<file path="src/rtl/coremem_pkg.sv">
// Shared constants, response encoding and address helper for the core-memory arbiter.
package coremem_pkg;

    localparam int unsigned MEM_WORDS_DEFAULT = 16384;
    localparam int unsigned BE_W              = 4;

    typedef enum logic {
        RspOkay = 1'b0,
        RspErr  = 1'b1
    } rsp_e;

    // Zero-extended word index so the range check never truncates high address bits.
    function automatic logic [63:0] word_idx(input logic [63:0] addr);
        return addr >> 2;
    endfunction

endpackage

</file>
<file path="src/rtl/coremem_rr_arb.sv">
// Combinational round-robin picker: searches from ptr+1 upward and returns one-hot grant and index.
module coremem_rr_arb #(
    parameter int unsigned NREQ  = 2,
    parameter int unsigned IDX_W = (NREQ > 1) ? $clog2(NREQ) : 1
) (
    input  logic [NREQ-1:0]  i_req,
    input  logic [IDX_W-1:0] i_ptr,
    output logic [NREQ-1:0]  o_gnt,
    output logic [IDX_W-1:0] o_idx,
    output logic             o_valid
);

    always_comb begin
        int unsigned w_k;
        o_gnt   = '0;
        o_idx   = '0;
        o_valid = 1'b0;
        w_k     = 0;
        for (int unsigned i = 1; i <= NREQ; i++) begin
            w_k = (32'(i_ptr) + i) % NREQ;
            if (!o_valid && i_req[IDX_W'(w_k)]) begin
                o_valid            = 1'b1;
                o_gnt[IDX_W'(w_k)] = 1'b1;
                o_idx              = IDX_W'(w_k);
            end
        end
    end

endmodule

</file>
<file path="src/rtl/coremem_arbiter.sv">
// Round-robin arbiter sharing one single-port SRAM among NREQ requesters; grant in the
// request cycle, response strobe exactly one cycle later, out-of-range accesses answered with err.
module coremem_arbiter
    import coremem_pkg::*;
#(
    parameter int unsigned NREQ      = 2,
    parameter int unsigned ADDR_W    = 32,
    parameter int unsigned DATA_W    = 32,
    parameter int unsigned MEM_WORDS = MEM_WORDS_DEFAULT,
    localparam int unsigned MEM_AW   = $clog2(MEM_WORDS),
    localparam int unsigned IDX_W    = (NREQ > 1) ? $clog2(NREQ) : 1
) (
    input  logic                   clk_i,
    input  logic                   rst_ni,
    input  logic [NREQ-1:0]        req_i,
    input  logic [NREQ-1:0]        we_i,
    input  logic [NREQ*BE_W-1:0]   be_i,
    input  logic [NREQ*ADDR_W-1:0] addr_i,
    input  logic [NREQ*DATA_W-1:0] wdata_i,
    output logic [NREQ-1:0]        gnt_o,
    output logic [NREQ-1:0]        rvalid_o,
    output logic                   err_o,
    output logic [DATA_W-1:0]      rdata_o,
    output logic                   mem_ce_o,
    output logic                   mem_we_o,
    output logic [MEM_AW-1:0]      mem_addr_o,
    output logic [DATA_W-1:0]      mem_wdata_o,
    output logic [BE_W-1:0]        mem_be_o,
    input  logic [DATA_W-1:0]      mem_rdata_i
);

    logic [IDX_W-1:0]  r_rr_ptr;
    logic [IDX_W-1:0]  r_rsp_own;
    logic              r_rsp_vld;
    logic              r_rsp_rd;
    rsp_e              r_rsp_err;

    logic [NREQ-1:0]   w_arb_gnt;
    logic [IDX_W-1:0]  w_arb_idx;
    logic              w_arb_vld;
    logic              w_grant;
    logic              w_oor;
    logic              w_sel_we;
    logic [ADDR_W-1:0] w_sel_addr;
    logic [DATA_W-1:0] w_sel_wdata;
    logic [BE_W-1:0]   w_sel_be;

    coremem_rr_arb #(
        .NREQ  (NREQ),
        .IDX_W (IDX_W)
    ) u_rr_arb (
        .i_req   (req_i),
        .i_ptr   (r_rr_ptr),
        .o_gnt   (w_arb_gnt),
        .o_idx   (w_arb_idx),
        .o_valid (w_arb_vld)
    );

    // Reset masks the grant combinationally so nothing reaches the SRAM while rst_ni is low.
    assign w_grant = rst_ni & w_arb_vld;
    assign gnt_o   = rst_ni ? w_arb_gnt : '0;

    always_comb begin
        w_sel_addr  = '0;
        w_sel_wdata = '0;
        w_sel_be    = '0;
        w_sel_we    = 1'b0;
        for (int k = 0; k < NREQ; k++) begin
            if (gnt_o[k]) begin
                w_sel_addr  = addr_i[k*ADDR_W +: ADDR_W];
                w_sel_wdata = wdata_i[k*DATA_W +: DATA_W];
                w_sel_be    = be_i[k*BE_W +: BE_W];
                w_sel_we    = we_i[k];
            end
        end
    end

    assign w_oor       = word_idx(64'(w_sel_addr)) >= 64'(MEM_WORDS);
    assign mem_ce_o    = w_grant & ~w_oor;
    assign mem_we_o    = mem_ce_o & w_sel_we;
    assign mem_addr_o  = w_sel_addr[MEM_AW+1:2];
    assign mem_wdata_o = w_sel_wdata;
    assign mem_be_o    = w_sel_be;

    always_ff @(posedge clk_i) begin
        if (!rst_ni) begin
            r_rr_ptr  <= IDX_W'(NREQ - 1);
            r_rsp_vld <= 1'b0;
            r_rsp_rd  <= 1'b0;
            r_rsp_err <= RspOkay;
            r_rsp_own <= '0;
        end else begin
            r_rsp_vld <= w_grant;
            if (w_grant) begin
                r_rr_ptr  <= w_arb_idx;
                r_rsp_own <= w_arb_idx;
                r_rsp_rd  <= ~w_sel_we & ~w_oor;
                r_rsp_err <= w_oor ? RspErr : RspOkay;
            end
        end
    end

    // Gating with rst_ni drops a response that was in flight when reset arrived.
    always_comb begin
        rvalid_o = '0;
        if (rst_ni && r_rsp_vld) begin
            rvalid_o[r_rsp_own] = 1'b1;
        end
    end

    assign err_o   = rst_ni & r_rsp_vld & (r_rsp_err == RspErr);
    assign rdata_o = (rst_ni & r_rsp_vld & r_rsp_rd) ? mem_rdata_i : '0;

endmodule
</file>
<file path="config.mk">
export PLATFORM = sky130hd
export DESIGN_NAME = coremem_arbiter
export DESIGN_NICKNAME = d
export VERILOG_FILES = /design/src/rtl/coremem_pkg.sv /design/src/rtl/coremem_rr_arb.sv /design/src/rtl/coremem_arbiter.sv
export SDC_FILE = /design/constraint.sdc
export NUM_CORES = 1
export LEC_CHECK = 0
export ABC_CLOCK_PERIOD_IN_PS = 1600
export BUFFER_PORTS_ARGS = -buffer_cell sky130_fd_sc_hd__buf_2
export CORE_AREA = 4 4 99 101
export CTS_BUF_LIST = sky130_fd_sc_hd__clkbuf_4 sky130_fd_sc_hd__clkbuf_8
export CTS_CLUSTER_DIAMETER = 150
export DETAILED_ROUTE_END_ITERATION = 8
export DIE_AREA = 0 0 103 105
export HOLD_SLACK_MARGIN = 0.1
export SLEW_MARGIN = 40
export SYNTH_ARGS = -nofsm -noshare
export SYNTH_HDL_FRONTEND = slang
export SYNTH_HIERARCHICAL = 1
export SYNTH_SLANG_ARGS = --single-unit
export TNS_END_PERCENT = 100
</file>
<file path="constraint.sdc">
create_clock -name clk_i -period 1.6 [get_ports clk_i]
set_input_delay 0 -clock clk_i [delete_from_list [all_inputs] [get_ports clk_i]]
set_output_delay 0 -clock clk_i [all_outputs]
set_load 0.02 [all_outputs]
</file>
==> results.ini, run 1 <==
[route]
via_per_inst=4.37
wl_per_cell_um=16.9
remaining_drc_errors=0
drtPass1Iterations=4
ant_nets=0
vias=2256
drtIter0Drc=50
routed_wl_mm=8.73

[min_path]
holdPathEnd=r_rsp_rd
hold_start=we_i[0]
hold_depth=3
hp-class=in -> reg

[global_route]
grt_max_degree=52
grt.total_usage_pct=13.0
grt-ovfl-total=0
grt_pass1_vias=2263
antenna_found_initial=0
grt_first_pass_wirelength_mm=11.0

[timing]
rsz0062_at_grt=true
fin_crit_sh_pct=103
period_minus_slack_ps=1650
tightestPinTransition_ps=337
fmax_ghz=0.608
finClkSkew_ps=2.42
hold_viol_final=0
worst_slack_ps=-45.7
slew_headroom_pct=77.5
drv_slew=0
setup_viol=31

[die]
die_y_um=105
core_area_um2=9020
start_util_pct=11.8
rows=35
io_pins=263
dieArea_um2=10800
die_width_um=103

[layout]
final_layout_size_suffix_gt1_share_pct=71.6
layout_commonest_cell=buf_2
n_fill_cell=944
antennaDiodeCount=0
areaGrowthSynthToFinish_pct=190
final_cell_mix=206 x buf_2, 50 x a22o_1, 41 x buf_6
layout.cells.non_filler=516
nNetsFinal=580

[synth]
ys_warn_count=6
synth_area_um2=1060
ys_seq_area_share_pct=9.42
ys_types=24
synth-seq-cells=5
syn_inst=142
syn_area_per_cell_um2=7.48
syn_nets=316

[setup_path]
cp.arrival_ps=1650
ff2ff_setup_slack_ps=140
ff2ff_path_depth=7
cp-end-kind=primary output
startpoint_type=register
cp.required_ps=1600
worst-path-max-fanout=4
rr_startpoint=r_rr_ptr
criticalPathCategory=reg -> out
regToRegEndpoint=r_rsp_rd

[place]
pre_cts_slack_ps=30.5
dp_cells=500
dp_hpwl_mm=6.63
numPortBuffers=258
gp_congestion=0.702

[run_status]
violations=negative setup slack
status=finished, violations left

[clock_network]
cts_tree=yes
cts.sinks=5
htree_levels=1
clockBufferDepth=2
cts_made_buffers=3
cts_root_buf=clkbuf_8
path_clk_slew_ps=40
clock_latency_ps=220

[power_and_ir_drop]
p_leak_nw=1.75
power_density_nw_per_um2=398
peakVddDrop_v=0.000170

[run]
maxCapViolations=0

cell usage after synthesis:
cell | instances | area share, %
a22o_1 | 50 | 41
and2_1 | 34 | 20
clkbuf_1 | 8 | 2.8
buf_2 | 7 | 3.3
dfxtp_1 | 5 | 9.4
nor2_1 | 5 | 1.8
nand2_1 | 4 | 1.4
a21boi_0 | 3 | 2.1
and3_1 | 3 | 1.8
nor4_1 | 3 | 1.8
nor4_2 | 3 | 3.5
inv_1 | 2 | 0.71
nand2b_1 | 2 | 1.2
nand4_1 | 2 | 1.2
o21ai_0 | 2 | 0.94
a21boi_1 | 1 | 0.71
a221oi_2 | 1 | 1.4
a22oi_1 | 1 | 0.71
and2b_1 | 1 | 0.71
nand3_1 | 1 | 0.47
nor2_2 | 1 | 0.59
o2bb2ai_1 | 1 | 0.82
o311ai_1 | 1 | 0.82
or2_1 | 1 | 0.59
logic make-up (layout without fill, tap and decap cells):
group / Yosys count / in the layout / share of synthesized area (%)
compound gates: 60 / 60 / 48.8
buf+inv: 17 / 280 / 6.83
flops: 5 / 5 / 9.42
simple gates: 60 / 60 / 35.0
metal layers:
layer,part of all wire (%),vias up,global-route usage [%]
met3,16,5,6.21
li1,-,1074,-
met2,48,153,23.1
met5,0,-,0
met4,0.44,0,1.67
met1,36,1024,14.3
power breakdown:
group | internal (mW) | leakage [nW] | switching (mW) | total, mW
logic | 0.455 | 1.68 | 0.377 | 0.832
registers | 0.136 | 0.0419 | 0.00768 | 0.143
clock network | 0.188 | 0.0262 | 0.0642 | 0.252
through the flow:
stage / setup TNS [ps] / hold slack (ps) / utilization [%] / total power [mW] / cell area, um^2
finish: -414 / 91.9 / 34.2 / 1.23 / 3080
global route: -4690 / 110 / 34.2 / 1.31 / 3080
CTS: -705 / 112 / 31.7 / 1.16 / 2860
detailed placement: 0 / 280 / 27.7 / 0.790 / 2500
global placement: 0 / 264 / 27.7 / 0.781 / 2500
floorplan: 0 / 183 / - / 0.449 / 1070
how the worst max path moves through the flow:
stage	from	end	cells after the start
floorplan	r_rr_ptr	mem_addr_o[0]	5
global placement	r_rr_ptr	mem_be_o[3]	5
detailed placement	r_rr_ptr	mem_we_o	7
CTS	r_rr_ptr	mem_we_o	7
global route	r_rr_ptr	mem_wdata_o[15]	8
finish	r_rr_ptr	mem_we_o	7
area by class of cell:
type / instances / area (um^2) / share of cell area (%)
Multi-Input combinational cell: 120 / 937 / 30.4
Clock buffer: 4 / 48.8 / 1.58
Timing Repair Buffer: 274 / 1850 / 59.9
Sequential cell: 5 / 104 / 3.37
Inverter: 2 / 7.51 / 0.244
Tap cell: 111 / 139 / 4.51
registers in the layout (all words and copies together) (netlist names):
signal / cells
r_rsp_rd: 1
r_rsp_own: 1
r_rr_ptr: 1
r_rsp_err: 1
r_rsp_vld: 1
worst max-delay path: stages, from the launching register on:
cell and delay, ps:
dfxtp_4 370, inv_2 40, a21boi_2 140, nand2_2 100, o311ai_2 360, a221oi_4 70
and2b_1 180, buf_4 150
timing repair:
action	4_1_cts	5_1_grt
resized for setup	77	28
gates cloned	1	6
buffers inserted	4	1
hold buffers	1	0
endpoints found under the hold margin	1	0
endpoints found under the setup margin	53	52
pin swaps	14	16
Note: power is estimated with default switching activity, not from simulation.
==> run 2, diff against run 1 <==
==> constraint.sdc (replaced) <==
create_clock -name clk_i -period 1.6 [get_ports clk_i]
set_input_delay 0.4 -clock clk_i [delete_from_list [all_inputs] [get_ports clk_i]]
set_output_delay 0.4 -clock clk_i [all_outputs]
set_load 0.02 [all_outputs]
==> results.ini, run 2 (synthesized netlist as in run 1, its figures left out) <==
[global_route]
grt-ovfl-total=0
grt_pass1_vias=2339
grt_first_pass_wirelength_mm=12.0
grt.total_usage_pct=14.1
antenna_found_initial=0
grt_max_degree=17

[layout]
n_fill_cell=850
nNetsFinal=598
final_util_pct=46.0
areaGrowthSynthToFinish_pct=291
final_cell_mix=171 x buf_2, 88 x buf_6, 49 x a22o_4
antennaDiodeCount=0
fin_area_um2=4150
layout_commonest_cell=buf_2
final_layout_size_suffix_gt1_share_pct=94.1

[place]
dp_hpwl_mm=6.82
placed_cell_area_um2=3080
gp_congestion=0.834
numPortBuffers=258

[timing]
hold_viol_final=0
fmax_ghz=0.472
rsz0062_at_grt=true
period_minus_slack_ps=2120
slew_headroom_pct=81.1
fin_crit_sh_pct=132
setup_viol=56
worst_slack_ps=-517
drv_slew=0
finClkSkew_ps=1.65
tightestPinTransition_ps=281

[die]
core_area_um2=9020
rows=35
io_pins=263
start_util_pct=11.8
dieArea_um2=10800
die_y_um=105
die_width_um=103

[power_and_ir_drop]
peakVddDrop_v=0.000567
total_power_mw=1.50
power_density_nw_per_um2=362
p_leak_nw=2.22

[setup_path]
rr_startpoint=r_rr_ptr
ff2ff_setup_slack_ps=30
cp_slowest_cell=a221oi_4
worst-path-buf-inv=2
path_delay_family=simple AND/OR/NAND/NOR gates
criticalPathCategory=in -> out
cp-end-kind=primary output
cp.arrival_ps=1720
worst-path-max-fanout=2
path_cells=buf_2 > nor4_2 > nand4_1 > a221oi_4 > and2b_2 > buf_6
ff2ff_path_depth=8
regToRegEndpoint=r_rsp_rd
startpoint_type=input pin
cpPeakStageDelay_ps=350
cp.required_ps=1200

[clock_network]
cts_tree=yes
cts_hold_buf=0
cts.sinks=5
cts_made_buffers=3
clockBufferDepth=2
clock_latency_ps=220
path_clk_slew_ps=30
htree_levels=1
cts_root_buf=clkbuf_8

[route]
vias=2368
routed_wl_mm=9.50
drtPass1Iterations=4
wl_per_cell_um=17.8
drtIter0Drc=44
ant_nets=0
via_per_inst=4.43
remaining_drc_errors=0

[min_path]
hold_start=r_rsp_rd
hold_depth=2
hp-class=reg -> reg
holdPathEnd=r_rsp_rd

[run]
maxCapViolations=0

[run_status]
violations=negative setup slack
status=finished, violations left

-- run 2: worst register-to-register path, stage by stage (launching register included) --
cell	delay, ps
dfxtp_2	320
buf_6	110
a21boi_4	210
and2_4	230
buf_12	130
a221oi_4	80
buf_4	160
buf_6	110
o2bb2ai_2	100
-- run 2: routing by layer --
| layer | global-route usage (%) | part of all wire (%) |
|---|---|---|
| met4 | 1.67 | 0.85 |
| met5 | 0 | 0 |
| met2 | 25.6 | 52 |
| met3 | 2.14 | 9.7 |
| met1 | 17.7 | 37 |
-- run 2: where the power goes --
part	internal [mW]	switching [mW]
logic	0.641	0.472
clock network	0.187	0.0564
registers	0.136	0.0109
-- run 2: worst max-delay path by stage --
stage          startpoint  slack, ps  cells past startpoint       end
4_1_cts          r_rr_ptr       -500                      7  mem_we_o
3_3_place_gp   addr_i[30]       -580                      6  mem_we_o
2_1_floorplan  addr_i[52]       -310                      4  mem_we_o
3_5_place_dp   addr_i[30]       -590                      6  mem_we_o
5_1_grt        addr_i[18]       -620                      6  mem_we_o
6_report       addr_i[18]       -520                      6  mem_we_o
-- run 2: cell type report --
cell class / instances / area (um^2) / area share (%)
Timing Repair Buffer: 289 / 2320 / 56.0
Multi-Input combinational cell: 123 / 1530 / 36.8
Tap cell: 111 / 139 / 3.35
Sequential cell: 5 / 106 / 2.56
Clock buffer: 4 / 48.8 / 1.18
Inverter: 2 / 7.51 / 0.181
-- run 2: through the flow --
| stage | setup slack [ps] | TNS (ps) | cells | hold WS (ps) |
|---|---|---|---|---|
| floorplan | -314 | -2910 | 142 | 437 |
| global placement | -583 | -28670 | 509 | 443 |
| detailed placement | -593 | -30030 | 509 | 449 |
| CTS | -496 | -22580 | 530 | 493 |
| global route | -622 | -26260 | 534 | 513 |
| finish | -517 | -22500 | 534 | 500 |
-- run 2: repair_timing --
item / 4_1_cts / 5_1_grt
endpoints found under the setup margin: 86 / 86
cloned: 8 / 3
buffers inserted: 11 / 2
pin swaps: 12 / 10
resized for setup: 120 / 98
endpoints found under the hold margin: 0 / 0
